--- config.mk ---
export PLATFORM = sky130hd
export DESIGN_NAME = multi_hex_scanner
export DESIGN_NICKNAME = d
export VERILOG_FILES = /design/src/rtl/hex_disp_pkg.sv /design/src/rtl/hex_seg_encoder.sv /design/src/rtl/multi_hex_scanner.sv
export SDC_FILE = /design/constraint.sdc
export NUM_CORES = 1
export LEC_CHECK = 0
export BUFFER_PORTS_ARGS = -buffer_cell sky130_fd_sc_hd__buf_2
export CAP_MARGIN = 40
export CORE_MARGIN = 5
export CORE_UTILIZATION = 58
export DETAILED_ROUTE_END_ITERATION = 6
export PLACE_DENSITY_LB_ADDON = 0.15
export SLEW_MARGIN = 20
export SYNTH_ARGS = -nofsm -noshare
export SYNTH_HDL_FRONTEND = slang
export SYNTH_SLANG_ARGS = --single-unit
--- constraint.sdc ---
create_clock -name clk -period 4.2 [get_ports clk]
set_input_delay 0.42 -clock clk [delete_from_list [all_inputs] [get_ports clk]]
set_output_delay 0.42 -clock clk [all_outputs]
set_load 0.1 [all_outputs]
--- src/rtl/hex_disp_pkg.sv ---
// Shared types and constants for the multiplexed hex display scanner.
// Segment vectors are bit order gfedcba, active-high inside this package.
package hex_disp_pkg;

  typedef logic [6:0] seg_t;

  localparam seg_t SEG_OFF = 7'h00;

  localparam seg_t SEG_TABLE [16] = '{
    7'h3F, 7'h06, 7'h5B, 7'h4F, 7'h66, 7'h6D, 7'h7D, 7'h07,
    7'h7F, 7'h6F, 7'h77, 7'h7C, 7'h39, 7'h5E, 7'h79, 7'h71
  };

endpackage

--- src/rtl/hex_seg_encoder.sv ---
// Nibble to active-high seven-segment pattern (gfedcba).
module hex_seg_encoder
  import hex_disp_pkg::*;
(
  input  logic [3:0] nibble,
  output seg_t       seg
);

  assign seg = SEG_TABLE[nibble];

endmodule

--- src/rtl/multi_hex_scanner.sv ---
// Time-multiplexed DIGITS-wide hex display driver with frame-synchronous value commit.
// Optional leading-zero blanking when MULTI_HEX_SCANNER_LZB_EN is defined.
module multi_hex_scanner
  import hex_disp_pkg::*;
#(
  parameter int DIGITS      = 4,
  parameter int REFRESH_DIV = 50000,
  parameter int ACTIVE_LOW  = 1
) (
  input  logic                  clk,
  input  logic                  reset_n,
  input  logic [4*DIGITS-1:0]   value,
  input  logic                  load,
  output logic [6:0]            seg,
  output logic [DIGITS-1:0]     dig_en,
  output logic                  frame_start
);

  localparam int CNT_W = $clog2(REFRESH_DIV);
  localparam int IDX_W = (DIGITS > 1) ? $clog2(DIGITS) : 1;
  localparam logic [CNT_W-1:0] LAST_CNT = CNT_W'(REFRESH_DIV - 1);
  localparam logic [IDX_W-1:0] LAST_IDX = IDX_W'(DIGITS - 1);
  localparam seg_t SEG_IDLE = (ACTIVE_LOW != 0) ? ~SEG_OFF : SEG_OFF;
  localparam logic [DIGITS-1:0] DIG_IDLE = (ACTIVE_LOW != 0) ? {DIGITS{1'b1}} : {DIGITS{1'b0}};

  logic [CNT_W-1:0]    cnt_q, cnt_d;
  logic [IDX_W-1:0]    idx_q, idx_d;
  logic [4*DIGITS-1:0] pend_q, pend_d;
  logic                pend_vld_q, pend_vld_d;
  logic [4*DIGITS-1:0] com_q, com_d;
  logic                started_q, started_d;
  seg_t                seg_q, seg_d;
  logic [DIGITS-1:0]   dig_en_q, dig_en_d;
  logic                fs_q, fs_d;

  logic                tick, wrap, blank;
  logic [3:0]          nib;
  seg_t                seg_enc, seg_hi;
  logic [DIGITS-1:0]   dig_hi;

  hex_seg_encoder u_enc (
    .nibble (nib),
    .seg    (seg_enc)
  );

  always_comb begin
    tick       = (cnt_q == LAST_CNT);
    wrap       = tick && (idx_q == LAST_IDX);
    cnt_d      = tick ? '0 : cnt_q + 1'b1;
    idx_d      = idx_q;
    pend_d     = pend_q;
    pend_vld_d = pend_vld_q;
    com_d      = com_q;
    started_d  = 1'b1;

    if (tick) idx_d = wrap ? '0 : idx_q + 1'b1;

    // A load on the wrap edge bypasses pending so the new frame shows it at once.
    if (wrap) begin
      if (load) begin
        com_d = value;
      end else if (pend_vld_q) begin
        com_d = pend_q;
      end
      pend_d     = '0;
      pend_vld_d = 1'b0;
    end else if (load) begin
      pend_d     = value;
      pend_vld_d = 1'b1;
    end

    // The first edge out of reset starts a frame just like a wrap does.
    fs_d = wrap || !started_q;

    nib    = 4'h0;
    dig_hi = '0;
    for (int k = 0; k < DIGITS; k++) begin
      if (idx_d == IDX_W'(k)) begin
        nib       = com_d[k*4 +: 4];
        dig_hi[k] = 1'b1;
      end
    end
  end

`ifdef MULTI_HEX_SCANNER_LZB_EN
  logic [IDX_W-1:0] top_nz;

  always_comb begin
    top_nz = '0;
    for (int k = 0; k < DIGITS; k++) begin
      if (com_d[k*4 +: 4] != 4'h0) top_nz = IDX_W'(k);
    end
    blank = (idx_d > top_nz);
  end
`else
  assign blank = 1'b0;
`endif

  always_comb begin
    seg_hi   = blank ? SEG_OFF : seg_enc;
    seg_d    = (ACTIVE_LOW != 0) ? ~seg_hi : seg_hi;
    dig_en_d = (ACTIVE_LOW != 0) ? ~dig_hi : dig_hi;
  end

  always_ff @(posedge clk or negedge reset_n) begin
    if (!reset_n) begin
      cnt_q      <= '0;
      idx_q      <= '0;
      pend_q     <= '0;
      pend_vld_q <= 1'b0;
      com_q      <= '0;
      started_q  <= 1'b0;
      seg_q      <= SEG_IDLE;
      dig_en_q   <= DIG_IDLE;
      fs_q       <= 1'b0;
    end else begin
      cnt_q      <= cnt_d;
      idx_q      <= idx_d;
      pend_q     <= pend_d;
      pend_vld_q <= pend_vld_d;
      com_q      <= com_d;
      started_q  <= started_d;
      seg_q      <= seg_d;
      dig_en_q   <= dig_en_d;
      fs_q       <= fs_d;
    end
  end

  assign seg         = seg_q;
  assign dig_en      = dig_en_q;
  assign frame_start = fs_q;

endmodule

# Yosys cells after proc, flatten, opt, wreduce, memory -nomap -nowiden
# Memories as Yosys holds them, arrays and structs flattened.
# Index checks and enable logic that the tools add are counted.
[totals]
regBits = 64
romBits = 112
input_bits = 19
out_inout_bits = 12
wordCells = 46
n_memories = 1
[mem_list]
columns = ["name", "words", "word_bits", "rd", "rd_ports_with_merged_regs", "wr", "line", "rtl"]
rows = [
  ["(name not given)", 16, 7, 1, 0, 0, "hex_seg_encoder.sv:9", "assign seg = SEG_TABLE[nibble];"],
]
[classes]
add_sub_neg = 2
magnitude_cmp = 1
n_eq_ne = 5
muxes = 20
bitwise = 3
reduce_logical = 5
[ops]
columns = ["op", "count"]
rows = [
  ["$mux W16", 6],
  ["$add A16 B1 Y16 const B", 1],
  ["$eq A16 B16 Y1 const B", 1],
  ["$mux W4", 4],
  ["$mux W7", 2],
  ["$not A7 Y7", 1],
  ["$eq A2 B2 Y1 const B", 3],
  ["$mux W1", 6],
  ["$ge A5 B5 Y1 const B", 1],
  ["$not A4 Y5", 1],
  ["$mux W2", 2],
  ["$not A4 Y4", 1],
  ["$add A2 B1 Y2 const B", 1],
  ["$eq A2 B1 Y1 const B", 1],
  ["$logic_not A2 Y1", 1],
  ["$reduce_bool A2 Y1", 1],
  ["$logic_and A1 B1 Y1", 1],
  ["$logic_not A1 Y1", 1],
  ["$logic_or A1 B1 Y1", 1],
]

# Longest topological paths before layout
# Gate-level depths: netlist of the first run.
[depth]
ltp_word = 14
depth_mapped = 14
ltp_nobuf = 14

# By module
# A second synthesis of the first run with hierarchy kept.
[unflattened]
hier_cells = 300
area_unflattened_um2 = 3118.0
[by_module_without_submodules]
columns = ["mod", "instances", "cells_each", "area_per_inst_um2", "seq_area_each_um2"]
rows = [
  ["multi_hex_scanner", 1, 267, 2830.2, 1615.3],
  ["hex_seg_encoder", 1, 33, 287.8, 0.0],
]

# Worst setup path after synthesis of the first run
# Ideal clock, no wire load.
[synth_path]
kind = "register to register"
from = "register cnt_q[11]"
to = "register seg_q[5] (netlist: seg[5])"
setup_ps = 80
t_arrival_ps = 3241
required_time_ps = 4120
slack_ps = 879
stages_incl_launch_ff = 10
n_path_buf = 0
period_less_slack_ps = 3321
cell_sequence = "dfrtp_1 > or4b_4 > nor4_4 > mux2i_1 > nor2_1 > a221oi_1 > inv_1 > ha_1 > mux2_2 > o2bb2ai_1"
[synth_between]
elab_chain_len = 14
elab_cells_between_ends = 18
cone_classes = "4 x eq/ne; 9 x mux; 2 x bitwise; 2 x reduce/logical; 1 x memory"
[synth_lines]
columns = ["item", "line", "rtl"]
rows = [
  ["start: declaration", "multi_hex_scanner.sv:26", "logic [CNT_W-1:0] cnt_q, cnt_d;"],
  ["start signal: assignment", "multi_hex_scanner.sv:117", "cnt_q <= cnt_d;"],
  ["$eq A16 B16 Y1 *", "multi_hex_scanner.sv:47", "tick = (cnt_q == LAST_CNT);"],
  ["$logic_and A1 B1 Y1", "multi_hex_scanner.sv:48", "wrap = tick && (idx_q == LAST_IDX);"],
  ["$mux W2 (2 in a row)", "multi_hex_scanner.sv:56", "if (tick) idx_d = wrap ? '0 : idx_q + 1'b1;"],
  ["$logic_not A2 Y1", "multi_hex_scanner.sv:78", "if (idx_d == IDX_W'(k)) begin"],
  ["$mux W4 (3 in a row)", "multi_hex_scanner.sv:78", ""],
  ["$mux W4 *", "multi_hex_scanner.sv:78", ""],
  ["$not A4 Y5 (not written as such) *", "hex_seg_encoder.sv:9", ""],
  ["$mem_v2 Z16 W7 *", "--", ""],
  ["$mux W7 (not written as such) * (2 in a row)", "hex_seg_encoder.sv:9", ""],
  ["$not A7 Y7 *", "multi_hex_scanner.sv:101", "seg_d = (ACTIVE_LOW != 0) ? ~seg_hi : seg_hi;"],
  ["named net seg_d[5]", "multi_hex_scanner.sv:32", "seg_t seg_q, seg_d;"],
  ["end signal: assignment", "multi_hex_scanner.sv:123", "seg_q <= seg_d;"],
  ["end: declaration", "multi_hex_scanner.sv:32", ""],
]
# Mark *: on every way through the listed nets, which the timed path passes. The rest lies on a longest branch. The select of a mux whose other input is x is not followed.
# A chain may end at the register's enable or synchronous reset.

# Worst setup path in the final report of the first run
# Same ends and word-level chain as after synthesis.

==> impl_results.md, run 1 <==
- Status: finished, final reports clean
- Starting density of the core: 0.604
- R2R cell count: 11
- Finished Core Util: 0.693
- Synth area leaders: dfrtp_1 42%, dfstp_2 9.3%, mux2i_1 7.4%, nand3_1 4.3%, nor2_1 4.0%
- Slew headroom: 0.455
- CTS Buffer Depth: 2
- Crit path max fanout: 10
- Fill cell count: 393
- Clk sinks: 64
- Synth Area in XOR/XNOR: 0.0337
- Main combinational cell family by area after synthesis: simple AND/OR/NAND/NOR gates
- Resize count post-CTS: 0
- IO Port Bufs: 30
- Critical Path AT: 4.08 ns
- Main synth FF type: dfrtp_1
- Overall power: 1.39 mW
- Antenna Cells: 0
- Most frequent cells in the layout: 53 x dfrtp_1, 33 x nor2_1, 30 x buf_2
- Synthesized net count: 322
- Inst Count DP: 383
- Wire per inst: 16.1 um
- Period Utilization, post-route: 0.910
- Post-synthesis cell count: 295
- Number of flops mapped to enable cells by yosys: 0
- WP data required: 4.46 ns
- Worst Setup Start Kind: flip-flop
- Htree depth: 3
- Layout cell share with drive strength beyond 1: 0.220
- Setup Viol. Count Final: 0
- Vias per cell: 5.80
- R2R Path End: seg[5]$_DFF_PN1_
- Die area: 6950 sq um
- Worst Setup SP: cnt_q[11]$_DFF_PN0_
- Worst-Skew Late Latency: 0.33 ns
- Max-cap violations: 0
- I/O Pins: 31
- Post-synthesis mux area share: 0.0810
- Register bit total from synthesis: 64
- Antenna viol nets, final: 0
- CTS buffer count: 9
- HPWL after DPL: 4350 um
- Total track usage: 0.195
- Post-Syn Area: 3120 sq um
- Initial antenna violation count: 0
- Pleak: 1.70 nW
- Syn_area_per_cell: 10.6 sq um
- RSZ-0062 raised after global routing: false
- Crit path time final: 3.82 ns
- Setup Skew: 0.0102 ns
- TritonRoute pass-1 iters: 4
- Vias after detailed routing: 2332
- Critical path destination: seg[5]$_DFF_PN1_
- Kind of critical path: reg -> reg
- Hold WC Path Type: in -> reg
- CTS tree: done
- Area grow syn2layout: 14.9%
- Maximum clock rate: 262 MHz
- Sequential-to-total area share from yosys stat: 0.517
- Die width: 83.4 um
- Net count, final: 354
- Commonest non-fill, non-tap cell in the layout: dfrtp_1
- Post-Synth Adder-Cell Area: 0.0321
- Yosys cell types: 50
- Simple-gate share of the synthesized area: 0.190
- Clock slew at reported path FFs: 0.08 ns
- Power Density: 388 nW/um^2
- Setup Buffers After CTS: 0
- Row cnt: 26
- Worst setup EP type: flip-flop
- Die Y: 83.4 um
- Vias in the first global route: 2308
- Post-placement cell area: 3310 sq um
- Remaining global-route overflow: 0
- Peak VDD IR: 220 uV
- Compound-cell area share of the yosys netlist: 0.103
- DRT iter0 DRCs: 197
- Count of synthesis-stage warnings from yosys: 0
- Post-route insts no fill: 402
- Yosys top cell by area: dfrtp_1
- Top-area cell type share of the netlist area: 0.425
- Global-route wire length before repair: 11100 um
- Min-delay src: value[11]
- Fin. Hold Viols: 0
- Final TNS setup: 0 ns
- Final design instance area without fill: 3590 sq um
- Register-to-register setup slack: 0.38 ns
- GP Congestion: 0.838
- Slew at the pin closest to its max-slew limit: 0.817 ns
- Largest net degree at the start of global routing: 40
- Reg2Reg Launch Point: cnt_q[11]$_DFF_PN0_
- Core area: 5170 sq um
- Clock root buffer: clkbuf_8
- DR DRC count: 0
- FFs w/ async S/R, synth: 1.00
- Pins over their slew limit: 0
- Routed WL: 6490 um
==> logic make-up after synthesis <==
family,count (synthesis)
AND/OR/NAND/NOR,113
multiplexers,25
adder cells (fa/ha/maj),8
XOR/XNOR,12
flip-flops,64
buffers and inverters,30
AO/OA/AOI/OAI,42
other,1
==> area by class of cell <==
cell class                 count  area, sq um  area share
sequential                    64         1620       0.450
multi-input combinational    201         1380       0.383
timing repair buffer          36          210      0.0586
clock buffer                  12          165      0.0461
tap                           70         87.6      0.0244
clock inverter                 4         75.1      0.0209
inverter                      15         57.6      0.0161
==> sequential cells by signal, indices dropped and copies added (netlist names) <==
register	cells
com_q	16
dig_en	4
frame_start	1
cnt_q	16
pend_q	16
started_q	1
idx_q	2
pend_vld_q	1
seg	7
==> stage by stage <==
stage,hold WS (ns),setup WS [ns]
floorplan,0.124,0.879
global placement,0.398,0.537
detailed placement,0.401,0.377
CTS,0.197,0.368
global route,0.342,0.0159
finish,0.347,0.379
==> timing repair <==
item | CTS | global route
endpoints found under the hold margin | 0 | 3
hold buffers | 0 | 1
endpoints found under the setup margin | 0 | 0
==> power by group <==
group	leakage, nW	total [mW]	internal [mW]	switching (mW)
sequential	0.729	0.653	0.642	0.0106
clock	0.115	0.619	0.383	0.236
combinational	0.858	0.118	0.0339	0.0843
==> worst min path at each step <==
stage	end	slack, ns	depth (start not counted)
6_report	pend_q[11]$_DFFE_PN0P_	0.35	3
5_1_grt	pend_q[2]$_DFFE_PN0P_	0.34	3
4_1_cts	pend_q[5]$_DFFE_PN0P_	0.20	1
3_5_place_dp	frame_start$_DFF_PN0_	0.40	1
3_3_place_gp	frame_start$_DFF_PN0_	0.40	1
2_1_floorplan	cnt_q[0]$_DFF_PN0_	0.12	0
==> critical path, stage by stage (launching register included) <==
cell and delay (ns):
dfrtp_1 0.41, or4b_4 0.60, nor4_4 0.51, mux2i_1 0.35
nor2_1 0.15, inv_1 0.10, o22ai_1 0.08, a221oi_1 0.67
inv_1 0.20, ha_1 0.27, mux2_2 0.28, o2bb2ai_1 0.12
==> cells in the mapped netlist, types with 4 or more instances <==
master and instances:
xnor2_1 5, dfrtp_1 53, ha_1 8, nor2_1 33, dfstp_2 11, buf_2 5, nor3b_1 5, and3_1 6
xor2_1 7, mux2i_1 23, nand2_1 22, clkbuf_1 6, a32oi_1 11, a21oi_1 5, nand3_1 27, inv_1 13
a22oi_1 4
==> layer usage <==
metal	GRT usage	routed length, um
met1	0.282	3080
met2	0.291	3070
met3	0.0376	248
met4	0.0728	99
met5	0	0
No activity file was read; power rests on OpenSTA's default activity.
==> run 2, diff against run 1 <==
- CELL_PAD_IN_SITES_DETAIL_PLACEMENT: default -> 1
- CELL_PAD_IN_SITES_GLOBAL_PLACEMENT: default -> 1
- CORE_UTILIZATION: 58 -> 46
==> run 2 against run 1 <==
Flip-flop and latch count unchanged. Global-route usage down 0.81 points. Register-to-register slack better by 0.14 ns. Final area down 0.70%. Count of clock-buffer cells in the layout up 1. Cell count up 2.5%. Sequential share of layout area up 0.32 points. Utilization down 16 points. First-iteration DRC count down 47%. Routed wire length up 9.3%. Largest cell class unchanged. Highest routed layer unchanged.
==> impl_results.md, run 2 (synthesis results as in run 1) <==
- GP Congestion: 0.765 (-8.6%)
- Core area: 6680 sq um (+29%)
- Fin. Hold Viols: 0 (unchanged)
- Vias in the first global route: 2486 (+7.7%)
- Global-route wire length before repair: 12500 um (+13%)
- CTS tree: done
- Top routing layer in use: met4
- Critical Path AT: 3.96 ns (-0.12 ns)
- Hold WC Path Type: in -> reg
- Status: finished, final reports clean
- Commonest non-fill, non-tap cell in the layout: dfrtp_1
- Kind of critical path: reg -> reg
- Final TNS setup: 0 ns (unchanged)
- Slew headroom: 0.472 (+0.0164)
- Worst Setup Start Kind: flip-flop
- Total track usage: 0.187 (-0.00810)
- Net count, final: 354 (unchanged)
- Setup Buffers After CTS: 0 (unchanged)
- FF/Latch Area: 1620 sq um (unchanged)
- Die area: 8530 sq um (+23%)
- Area grow syn2layout: 14.1%
- Fill cell count: 739 (+88%)
- CTS buffer count: 9 (unchanged)
- Clock slew at reported path FFs: 0.07 ns (about the same)
- Area of the multi-input gates: 1380 sq um (+0.45%)
- DR DRC count: 0 (unchanged)
- I/O Pins: 31 (unchanged)
- Pleak: 1.70 nW (-0.36%)
- WL met1: 3330 um (+8.2%)
- Period Utilization, post-route: 0.877 (-0.0331)
- Routed WL: 7100 um (+9.3%)
- Register-to-register setup slack: 0.52 ns (+0.14 ns)
- Slew at the pin closest to its max-slew limit: 0.793 ns (-0.0246 ns)
- Power Density: 372 nW/um^2 (-4.0%)
- Initial antenna violation count: 0 (unchanged)
- Clock root buffer: clkbuf_8
- Layout cell share with drive strength beyond 1: 0.220 (unchanged)
- DRT iter0 DRCs: 105 (-47%)
- Crit path time final: 3.68 ns (-0.139 ns)
- Die Y: 92.4 um (+11%)
- Row cnt: 30 (+15%)
- HPWL after DPL: 4930 um (+13%)
- Pins over their slew limit: 0 (unchanged)
- Finished Core Util: 0.533 (-0.160)
- WP data required: 4.47 ns (about the same)
- Antenna Cells: 0 (unchanged)
- Setup Viol. Count Final: 0 (unchanged)
- Peak VDD IR: 161 uV (-27%)
- Maximum clock rate: 272 MHz (+3.8%)
- Metal3 WL: 200 um (-19%)
- Vias per cell: 5.60 (-3.4%)
- RSZ-0062 raised after global routing: false
- Crit path max fanout: 10 (unchanged)
- Htree depth: 3 (unchanged)
- Setup Skew: 0.00798 ns (-0.00221 ns)
- Clk sinks: 64 (unchanged)
- Die width: 92.4 um (+11%)
- CTS Buffer Depth: 2 (unchanged)
- Worst setup EP type: flip-flop
- IO Port Bufs: 30 (unchanged)
- Antenna viol nets, final: 0 (unchanged)
- Starting density of the core: 0.467 (-0.136)
- Routed met2 length: 3440 um (+12%)
- Worst-Skew Late Latency: 0.34 ns (about the same)
- Largest net degree at the start of global routing: 50 (+25%)
- Remaining global-route overflow: 0 (unchanged)
- Most frequent cells in the layout: 53 x dfrtp_1, 33 x nor2_1, 30 x buf_2
- TritonRoute pass-1 iters: 4 (unchanged)
- Max-cap violations: 0 (unchanged)
- Biggest regs: cnt_q x16, com_q x16, pend_q x16
- Vias after detailed routing: 2308 (-1.0%)
- Overall power: 1.33 mW (-4.6%)
- Wire per inst: 17.2 um (+6.7%)
[run 2: power breakdown]
part / switching, mW / total (mW) / leakage [nW] / internal, mW
Clock: 0.234 / 0.555 / 0.109 / 0.321
Combinational: 0.0844 / 0.117 / 0.857 / 0.0323
Sequential: 0.0112 / 0.654 / 0.729 / 0.643
[run 2: worst paths after layout]
path	startpoint	to	depth (start not counted)
setup / recovery	cnt_q[11]$_DFF_PN0_	seg[1]$_DFF_PN1_	13
hold / removal	value[0]	pend_q[0]$_DFFE_PN0P_	3
setup reg to reg	cnt_q[11]$_DFF_PN0_	seg[1]$_DFF_PN1_	13
hold reg to reg	started_q$_DFF_PN0_	frame_start$_DFF_PN0_	1
max in group asynchronous	reset_n	cnt_q[13]$_DFF_PN0_	3
min in group asynchronous	reset_n	frame_start$_DFF_PN0_	2
[run 2: routing by layer]
metal  vias to the layer above  GRT usage
met5                         -          0
met4                         0     0.0817
met3                        10     0.0349
met2                        33      0.305
met1                      1158      0.242
li1                       1107          -
[run 2: worst max-delay path: stages, from the launching register on]
cell and delay (ns):
dfrtp_1 0.41, or4b_4 0.60, nor4_4 0.53, mux2i_1 0.38, clkinv_1 0.18, nor2_1 0.31, inv_1 0.11, o22ai_1 0.22
a221oi_2 0.12, inv_1 0.14, ha_1 0.24, inv_1 0.08, mux2i_1 0.08, a32o_1 0.22
[run 2: layout make-up]
cell class | count | share of cell area
multi-input combinational | 201 | 0.388
clock inverter | 3 | 0.0112
inverter | 15 | 0.0162
clock buffer | 13 | 0.0474
tap | 80 | 0.0281
timing repair buffer | 36 | 0.0555
sequential | 64 | 0.454
[run 2: timing repair]
action,4_1_cts,5_1_grt
endpoints found under the setup margin,0,3
hold endpoints to repair,15,0
hold buffers,1,0
resized for setup,0,1
[run 2: stage by stage]
| step | hold WS, ns | std cells | instance area (sq um) | worst slack [ns] |
|---|---|---|---|---|
| final | 0.331 | 412 | 3560 | 0.518 |
| after global routing | 0.349 | 412 | 3560 | 0.185 |
| after CTS | 0.321 | 412 | 3550 | 0.224 |
| after detailed placement | 0.355 | 395 | 3340 | 0.247 |
| after global placement | 0.353 | 393 | 3320 | 0.459 |
| after floorplan | 0.124 | 295 | 3120 | 0.879 |
